$ cat src/rtl/hazard_unit_pkg.sv
// Shared encodings for the pipeline hazard controller.
package hazard_unit_pkg;

    typedef enum logic [1:0] {
        ST_IDLE       = 2'd0,
        ST_LOAD_STALL = 2'd1,
        ST_STORE_WAIT = 2'd2,
        ST_FLUSH      = 2'd3
    } state_t;

    // Operand-mux select that picks the forwarding bus.
    localparam logic [1:0] MODE_FWD = 2'b11;

    // Forwarding source selects.
    localparam logic FWD_MEM = 1'b0;
    localparam logic FWD_WB  = 1'b1;

endpackage

$ cat src/rtl/hazard_fwd_cmp.sv
// Per-operand forwarding comparator and priority mux; also flags a load-use match.
module hazard_fwd_cmp
    import hazard_unit_pkg::*;
#(
    parameter int REG_AW   = 5,
    parameter int ZERO_REG = 1
) (
    input  logic [REG_AW-1:0] src,
    input  logic              src_valid,
    input  logic [REG_AW-1:0] mem_dst,
    input  logic              mem_wen,
    input  logic              mem_is_load,
    input  logic [REG_AW-1:0] wb_dst,
    input  logic              wb_wen,
    input  logic [1:0]        mode_in,
    output logic [1:0]        mode_out,
    output logic              fwd_sel,
    output logic              load_use
);

    logic live;

    // MEM result is the youngest, so it beats WB; a load in MEM has no value yet and stalls instead.
    always_comb begin
        live     = src_valid && !((ZERO_REG != 0) && (src == '0));
        mode_out = mode_in;
        fwd_sel  = FWD_MEM;
        load_use = live && mem_wen && mem_is_load && (src == mem_dst);
        if (live && mem_wen && !mem_is_load && (src == mem_dst)) begin
            mode_out = MODE_FWD;
            fwd_sel  = FWD_MEM;
        end else if (live && wb_wen && (src == wb_dst)) begin
            mode_out = MODE_FWD;
            fwd_sel  = FWD_WB;
        end
    end

endmodule

$ cat src/rtl/hazard_unit.sv
// Pipeline hazard controller: operand forwarding, load-use stall, store wait
// with timeout, branch flush, and saturating stall/flush performance counters.
module hazard_unit
    import hazard_unit_pkg::*;
#(
    parameter int REG_AW        = 5,
    parameter int NUM_SRC       = 2,
    parameter int FLUSH_CYCLES  = 2,
    parameter int STORE_TIMEOUT = 15,
    parameter int CNT_W         = 16,
    parameter int ZERO_REG      = 1
) (
    input  logic                      clk,
    input  logic                      rst_n,
    input  logic [NUM_SRC*REG_AW-1:0] ex_src,
    input  logic [NUM_SRC-1:0]        ex_src_valid,
    input  logic [REG_AW-1:0]         mem_dst,
    input  logic                      mem_wen,
    input  logic                      mem_is_load,
    input  logic [REG_AW-1:0]         wb_dst,
    input  logic                      wb_wen,
    input  logic [NUM_SRC*2-1:0]      mode_in,
    output logic [NUM_SRC*2-1:0]      mode_out,
    output logic [NUM_SRC-1:0]        fwd_sel,
    input  logic                      store_req,
    input  logic                      ram_ack,
    output logic                      ram_sel,
    input  logic                      branch_taken,
    output logic                      stall,
    output logic                      flush,
    output logic                      store_err,
    output logic [CNT_W-1:0]          stall_cnt,
    output logic [CNT_W-1:0]          flush_cnt
);

    localparam int FLUSH_W = $clog2(FLUSH_CYCLES + 1);
    localparam int TO_W    = $clog2(STORE_TIMEOUT + 1);

    logic [NUM_SRC-1:0] load_use_vec;
    logic               load_use;

    state_t             state_q, state_d;
    logic [FLUSH_W-1:0] flush_ctr_q, flush_ctr_d;
    logic [TO_W-1:0]    to_q, to_d;
    logic [TO_W-1:0]    to_inc;
    logic               stall_q, stall_d;
    logic               flush_q, flush_d;
    logic               ram_sel_q, ram_sel_d;
    logic               err_q, err_d;
    logic               flush_entry;
    logic [CNT_W-1:0]   stall_cnt_q, stall_cnt_d;
    logic [CNT_W-1:0]   flush_cnt_q, flush_cnt_d;

    genvar gi;
    generate
        for (gi = 0; gi < NUM_SRC; gi++) begin : g_fwd
            hazard_fwd_cmp #(
                .REG_AW   (REG_AW),
                .ZERO_REG (ZERO_REG)
            ) u_cmp (
                .src         (ex_src[gi*REG_AW +: REG_AW]),
                .src_valid   (ex_src_valid[gi]),
                .mem_dst     (mem_dst),
                .mem_wen     (mem_wen),
                .mem_is_load (mem_is_load),
                .wb_dst      (wb_dst),
                .wb_wen      (wb_wen),
                .mode_in     (mode_in[gi*2 +: 2]),
                .mode_out    (mode_out[gi*2 +: 2]),
                .fwd_sel     (fwd_sel[gi]),
                .load_use    (load_use_vec[gi])
            );
        end
    endgenerate

    assign load_use = |load_use_vec;

    // Next-state and next-output logic; outputs are registered so they reflect the state entered.
    always_comb begin
        state_d     = state_q;
        flush_ctr_d = flush_ctr_q;
        to_d        = to_q;
        to_inc      = to_q + TO_W'(1);
        stall_d     = 1'b0;
        flush_d     = 1'b0;
        ram_sel_d   = 1'b0;
        err_d       = err_q;
        flush_entry = 1'b0;
        case (state_q)
            ST_IDLE: begin
                if (branch_taken) begin
                    state_d     = ST_FLUSH;
                    flush_ctr_d = FLUSH_W'(FLUSH_CYCLES - 1);
                    flush_d     = 1'b1;
                    flush_entry = 1'b1;
                end else if (store_req) begin
                    state_d   = ST_STORE_WAIT;
                    to_d      = '0;
                    stall_d   = 1'b1;
                    ram_sel_d = 1'b1;
                end else if (load_use) begin
                    state_d = ST_LOAD_STALL;
                    stall_d = 1'b1;
                end
            end
            ST_LOAD_STALL: begin
                state_d = ST_IDLE;
            end
            ST_STORE_WAIT: begin
                // An ack on the final allowed cycle still counts as success.
                if (ram_ack) begin
                    state_d = ST_IDLE;
                end else if (to_inc == TO_W'(STORE_TIMEOUT)) begin
                    to_d    = to_inc;
                    err_d   = 1'b1;
                    state_d = ST_IDLE;
                end else begin
                    to_d      = to_inc;
                    stall_d   = 1'b1;
                    ram_sel_d = 1'b1;
                end
            end
            ST_FLUSH: begin
                // A new taken branch restarts the flush window.
                if (branch_taken) begin
                    flush_ctr_d = FLUSH_W'(FLUSH_CYCLES - 1);
                    flush_d     = 1'b1;
                    flush_entry = 1'b1;
                end else if (flush_ctr_q == '0) begin
                    state_d = ST_IDLE;
                end else begin
                    flush_ctr_d = flush_ctr_q - FLUSH_W'(1);
                    flush_d     = 1'b1;
                end
            end
            default: begin
                state_d = ST_IDLE;
            end
        endcase
        stall_cnt_d = (stall_q && !(&stall_cnt_q)) ? stall_cnt_q + CNT_W'(1) : stall_cnt_q;
        flush_cnt_d = (flush_entry && !(&flush_cnt_q)) ? flush_cnt_q + CNT_W'(1) : flush_cnt_q;
    end

    // Single state/output register bank; async reset returns everything to idle.
    always_ff @(posedge clk or negedge rst_n) begin
        if (!rst_n) begin
            state_q     <= ST_IDLE;
            flush_ctr_q <= '0;
            to_q        <= '0;
            stall_q     <= 1'b0;
            flush_q     <= 1'b0;
            ram_sel_q   <= 1'b0;
            err_q       <= 1'b0;
            stall_cnt_q <= '0;
            flush_cnt_q <= '0;
        end else begin
            state_q     <= state_d;
            flush_ctr_q <= flush_ctr_d;
            to_q        <= to_d;
            stall_q     <= stall_d;
            flush_q     <= flush_d;
            ram_sel_q   <= ram_sel_d;
            err_q       <= err_d;
            stall_cnt_q <= stall_cnt_d;
            flush_cnt_q <= flush_cnt_d;
        end
    end

    assign stall     = stall_q;
    assign flush     = flush_q;
    assign ram_sel   = ram_sel_q;
    assign store_err = err_q;
    assign stall_cnt = stall_cnt_q;
    assign flush_cnt = flush_cnt_q;

endmodule
$ cat config.mk
export PLATFORM = sky130hd
export DESIGN_NAME = hazard_unit
export DESIGN_NICKNAME = d
export VERILOG_FILES = /design/src/rtl/hazard_unit_pkg.sv /design/src/rtl/hazard_fwd_cmp.sv /design/src/rtl/hazard_unit.sv
export SDC_FILE = /design/constraint.sdc
export NUM_CORES = 1
export LEC_CHECK = 0
export CAP_MARGIN = 0
export CORE_ASPECT_RATIO = 0.6
export CORE_UTILIZATION = 44
export DETAILED_ROUTE_END_ITERATION = 8
export PLACE_DENSITY = 0.77
export SETUP_SLACK_MARGIN = 0.1
export SYNTH_ARGS = -nofsm -noshare
export SYNTH_HDL_FRONTEND = slang
export SYNTH_HIERARCHICAL = 1
export SYNTH_SLANG_ARGS = --single-unit
export TNS_END_PERCENT = 10
$ cat constraint.sdc
create_clock -name clk -period 1.75 [get_ports clk]
set_input_delay 0.35 -clock clk [delete_from_list [all_inputs] [get_ports clk]]
set_output_delay 0.35 -clock clk [all_outputs]
set_load 0.05 [all_outputs]
After elaboration in Yosys (flattened, before gate mapping)
Index checks and enable logic that the tools add are counted.
Widths: inputs -> output; s select.
{ "word_totals": {"input_bits": 34, "out_inout_bits": 42, "word_cells": 106, "register_bits": 44} }
{ "op_classes": {"mux": 38, "n_eq_ne": 17, "reduce_logical": 37, "n_bitwise": 1, "addsub": 4} }
{ "op_table": {"columns": ["cell", "count"], "rows": [
  ["$add 16x1->16 const B", 2],
  ["$reduce_and 16->1", 2],
  ["$mux 2", 14],
  ["$eq 5x5->1", 4],
  ["$logic_and 1x1->1", 18],
  ["$mux 1", 15],
  ["$mux 4", 3],
  ["$ne 2x2->1 const B", 6],
  ["$logic_not 5->1", 2],
  ["$pmux 2 s4", 1],
  ["$pmux 4 s2", 1],
  ["$reduce_and 4->1", 2],
  ["$ne 3x3->1 const B", 2],
  ["$pmux 1 s2", 3],
  ["$reduce_and 3->1", 2],
  ["$logic_not 1->1", 5],
  ["$add 4x1->4 const B", 1],
  ["$eq 2x2->1 const B", 2],
  ["$eq 4x4->1 const B", 1],
  ["$logic_not 2->1", 2],
  ["$ne 4x4->1 const B", 1],
  ["$pmux 2 s2", 1],
  ["$reduce_bool 2->1", 2],
  ["$reduce_or 2->1", 2],
  ["3 further kinds", 3]
]} }

Logic depth before layout (Yosys ltp)
{ "depth": {"ltp_word": 11, "depth_mapped": 8, "depth_no_buf": 8} }

Cells and area by module
The synthesis kept the hierarchy.
{ "by_module_without_submodules": {"columns": ["mod", "cells_per_inst", "seq_area_each_um2", "area_per_inst_um2", "instances"], "rows": [
  ["hazard_unit", 223, 1101.1, 2392.3, 1],
  ["hazard_fwd_cmp (g_fwd[0].u_cmp)", 25, 0.0, 196.4, 1],
  ["hazard_fwd_cmp (g_fwd[1].u_cmp)", 24, 0.0, 190.2, 1]
]} }

Worst setup path before layout
Ideal clock, no wire load.
{ "synth_path": {"path_type": "register -> register", "start": "reg stall_cnt_q[0], in the netlist stall_cnt[0]", "end": "reg stall_cnt_q[1], in the netlist stall_cnt[1]", "synth_period_minus_slack_ps": 2256, "slack_ps": -506, "path_stages_with_launch": 7, "t_required_ps": 1622, "path_buffers": 1, "setup_time_ps": 128, "arrival_ps": 2129, "cell_sequence": "dfrtp_1 ha_1 inv_1 or4_1 buf_6 o21ai_4 mux2_1"} }
{ "synth_via": {"elab_chain_len": 3, "elab_cells_between_ends": 4, "cone_classes": "add/sub: 1; reduce/logical: 3"} }
{ "synth_rtl": {"columns": ["element", "line", "text"], "rows": [
  ["start, declared", "hazard_unit.sv:51", "logic [CNT_W-1:0] stall_cnt_q, stall_cnt_d;"],
  ["start signal, assigned", "hazard_unit.sv:164", "stall_cnt_q <= stall_cnt_d;"],
  ["parallel branches: the longest is 3 deep, another holds $add 16x1->16", null, null]
]} }
Parallel ways; which one is timed is not known.
A chain may end at the register's enable or synchronous reset.

Worst setup path in the final report
{ "layout_path": {"start": "in ex_src[8]", "end": "out mode_out[2]"} }
{ "layout_via": {"elab_chain_len": 7, "elab_cells_between_ends": 12, "cone_classes": "eq/ne: 2; mux: 2; reduce/logical: 8"} }
{ "layout_rtl": {"columns": ["element", "line", "text"], "rows": [
  ["start, declared", "hazard_unit.sv:15", "input logic [NUM_SRC*REG_AW-1:0] ex_src,"],
  ["$logic_not 5->1", "hazard_fwd_cmp.sv:25", "live = src_valid && !((ZERO_REG != 0) && (src == '0));"],
  ["$logic_not 1->1", "hazard_fwd_cmp.sv:25", null],
  ["$logic_and 1x1->1", "hazard_fwd_cmp.sv:25", null],
  ["$logic_and 1x1->1 (on tied branches) (2 in a row)", "hazard_fwd_cmp.sv:32, hazard_fwd_cmp.sv:29", null],
  ["$mux 2 / $logic_and 1x1->1 (equally long branches)", "hazard_fwd_cmp.sv:32, hazard_fwd_cmp.sv:29", null],
  ["$mux 2 (*)", "hazard_fwd_cmp.sv:29", "if (live && mem_wen && !mem_is_load && (src == mem_dst)) begin"],
  ["end, declared", "hazard_unit.sv:23", "output logic [NUM_SRC*2-1:0] mode_out,"]
]} }
Every way passes the cells marked *; elsewhere a longest branch is shown, timed or not.

==> reports/qor.csv <==
metric,value,unit
outcome,"finished, violations left",
failed_checks,setup timing,
antenna_left,0,
setup_viol,8,
globalRouteTotalUtil,24.22,%
fp.dieH,63.56,µm
yosysSeqAreaShare,39.62,%
antenna_found_initial,0,
cp_common_cell,buf_6,
netlist-cell-type-count,54,
place_congestion,0.9010,
async_flop_share,100.0,%
power_density,1167,nW/µm²
rr_endpoint,stall_cnt[1]$_DFFE_PN0P_,
drt_iter0_drc,172,
initial_core_util,45.48,%
core-area,6111,µm²
detailedPlacementHpwl,5873,µm
cts_tree,yes,
path_clk_slew,90,ps
critPathSlowestCell,or4_4,
finalNetCount,450,
worst_pin_slew,553.5,ps
grt_pass1_vias,2618,
ys_warn_count,6,
hold_viol_final,0,
num_rows,22,
start_kind,input pin,
synth_area,2779,µm²
slew_headroom,63.10,%
regToRegSetupSlack,10,ps
syn_nets,315,
swShare,41.68,%
ios,76,
required,1400,ps
hp-class,input pin to asynchronous set/reset pin,
ys_seq_elements,44,
vias_per_cell,5.386,
grt_max_degree,45,
worst_path_largest_cell_delay,510,ps
grt_pass1_wl,12820,µm
period_needed,2090,ps
ys.flop_type,dfrtp_1,
syn_to_final_growth,55.02,%
rsz0062_at_grt,yes,
n_antenna_cell,0,
cp.arrival,1740,ps
synthCells,272,
ir_drop,0.001353,V
p_int,2.931,mW
min_period_over_period,119.4,%
cts_made_buffers,5,
cp_max_fo,3,
worstRegToRegCells,5,
p_seq_share,29.2,%
combPwrFrac,53.9,%
criticalPathCategory,input pin to output pin,
drc,0,
drive_gt1_share,43.38,%
clk_latency,290,ps
place.port_buffers,75,
maxCapViolCount,0,
avgSynthCellArea,10.22,µm²
clockPowerShare,16.9,%
p_total,5.025,mW
grt_overflow,0,
final.setup.worst_slack,-340.1,ps
die_area,6648,µm²
r2r-start,stall_cnt[0]$_DFFE_PN0P_,
wire_per_inst,15.57,µm
path_cells,buf_6 -> or4_4 -> o21a_1 -> buf_6 -> nand4_1 -> nand3b_1 -> buf_6,
htreeDepth,2,
p_leak,2.034,nW
detailedRoute.firstPassIterationCount,4,
end_kind,output pin,
final_max_slew_viol_count,0,
num_vias,2650,
cts_sinks,44,
synth_edf_count,0,
die_w,104.6,µm
clk_path_buf_depth,2,
finalClockSkew,10.20,ps
whs,118.3,ps
wl,7662,µm
power.switching,2.094,mW
clockRootBuffer,clkbuf_8,
cp-endpoint,mode_out[2],
crit_start,ex_src[8],
fmax,478.4,MHz
-- repair_timing --
item | CTS | global route
pin swaps | 20 | 19
hold buffers | 0 | 0
endpoints found under the setup margin | 28 | 33
buffers inserted | 0 | 0
gates resized for setup | 64 | 24
gates cloned | 0 | 0
-- routing by layer --
| layer | global-route usage (%) | up-vias | share of wire [%] |
|---|---|---|---|
| li1 | - | 1282 | - |
| met5 | 0 | - | 0 |
| met4 | 3.873 | 0 | 0.63 |
| met2 | 37.25 | 70 | 46 |
| met1 | 35.60 | 1292 | 49 |
| met3 | 4.865 | 6 | 4.9 |
-- critical path: cells and delay by family --
kind / cells / cell delay, ps
compound gates: 1 / 210
buf+inv: 3 / 380
simple gates: 3 / 800
-- cell type report --
| class | count | area, µm² |
|---|---|---|
| fillers | 475 | 1803 |
| multi-input cells | 210 | 1772 |
| repair buffers | 132 | 1131 |
| flip-flops and latches | 44 | 1121 |
| well taps | 84 | 105.1 |
| clock buffers | 7 | 96.34 |
| inverters | 14 | 52.55 |
| clock inverters | 1 | 30.03 |
-- state kept, by name, indices dropped and copies added (netlist names) --
name / count
store_err: 1
flush_ctr_q: 2
flush_cnt: 16
ram_sel: 1
state_q: 2
stall_cnt: 16
to_q: 4
stall: 1
flush: 1
-- logic make-up (layout without fill, tap and decap cells) --
group | count (synthesis) | after routing | synth area share (%)
AOI/OAI and AO/OA | 48 | 48 | 13.55
xor gates and xnor gates | 41 | 41 | 12.92
adders and majority gates | 9 | 9 | 4.052
buffers and inverters | 18 | 154 | 2.972
DFF | 44 | 44 | 39.62
muxes | 10 | 10 | 3.917
and+or+nand+nor | 102 | 102 | 22.96
-- stage by stage --
| stage | utilization (%) | cells | setup TNS [ps] | worst slack (ps) | cell area [µm²] |
|---|---|---|---|---|---|
| after detailed placement | 66.24 | 484 | -7874 | -714.4 | 4048 |
| after CTS | 69.59 | 492 | -1835 | -373.7 | 4253 |
| after global routing | 70.50 | 492 | -2417 | -420.8 | 4308 |
| final | 70.50 | 492 | -1709 | -340.1 | 4308 |
| after floorplan | - | 272 | -2686 | -234.4 | 2829 |
| after global placement | 66.24 | 484 | -6815 | -657.7 | 4048 |
-- how the worst min path moves through the flow --
| stage | startpoint | to | cells past startpoint |
|---|---|---|---|
| 2_1_floorplan | rst_n | flush$_DFF_PN0_ | 0 |
| 3_3_place_gp | store_err$_DFFE_PN0P_ | store_err$_DFFE_PN0P_ | 1 |
| 3_5_place_dp | rst_n | store_err$_DFFE_PN0P_ | 2 |
| 4_1_cts | rst_n | store_err$_DFFE_PN0P_ | 2 |
| 5_1_grt | rst_n | store_err$_DFFE_PN0P_ | 2 |
| 6_report | rst_n | store_err$_DFFE_PN0P_ | 2 |
-- synthesized netlist by cell type (6+ instances only) --
library cell	n	area share, %
nor4_1	6	1.4
o21ai_0	7	1.3
inv_1	14	1.9
nand2_1	18	2.4
ha_1	9	4.1
xnor2_1	23	7.2
xor2_1	18	5.7
mux2_2	6	2.4
dfrtp_1	44	40
nor2_1	9	1.2
nand4_1	15	3.4
nand3_1	12	2.2
a21oi_1	6	1.1
-- power by group through the flow --
stage                     clock network (mW)  registers [mW]  logic (mW)
after floorplan                            0            2.03       0.883
after global placement                     0            1.46        2.44
after detailed placement                   0            1.48        2.53
after CTS                              0.865            1.46        2.65
after global routing                   0.911            1.49        2.92
final                                  0.851            1.47        2.71
-- cell usage in the layout (no fill, tap or decap), types with 4 or more instances in the layout --
cell type | netlist | layout
dfrtp_2 | 0 | 16
buf_2 | 0 | 4
mux2_2 | 6 | 6
a21oi_1 | 6 | 6
buf_4 | 0 | 84
o211ai_1 | 4 | 4
nor2_1 | 9 | 9
inv_1 | 14 | 11
nand3_1 | 12 | 11
dlygate4sd2_1 | 0 | 9
and3_1 | 4 | 4
o21ai_0 | 7 | 5
buf_6 | 2 | 11
clkdlybuf4s50_1 | 0 | 10
clkbuf_2 | 0 | 5
and4_1 | 5 | 5
buf_12 | 0 | 6
xnor2_1 | 23 | 22
nor4_1 | 6 | 4
clkbuf_8 | 0 | 7
nand4_1 | 15 | 15
dfrtp_1 | 44 | 28
nand2_1 | 18 | 18
nor2b_1 | 4 | 4
a22o_1 | 5 | 5
xor2_1 | 18 | 16
ha_1 | 9 | 6
No activity file was read; power rests on OpenSTA's default activity.
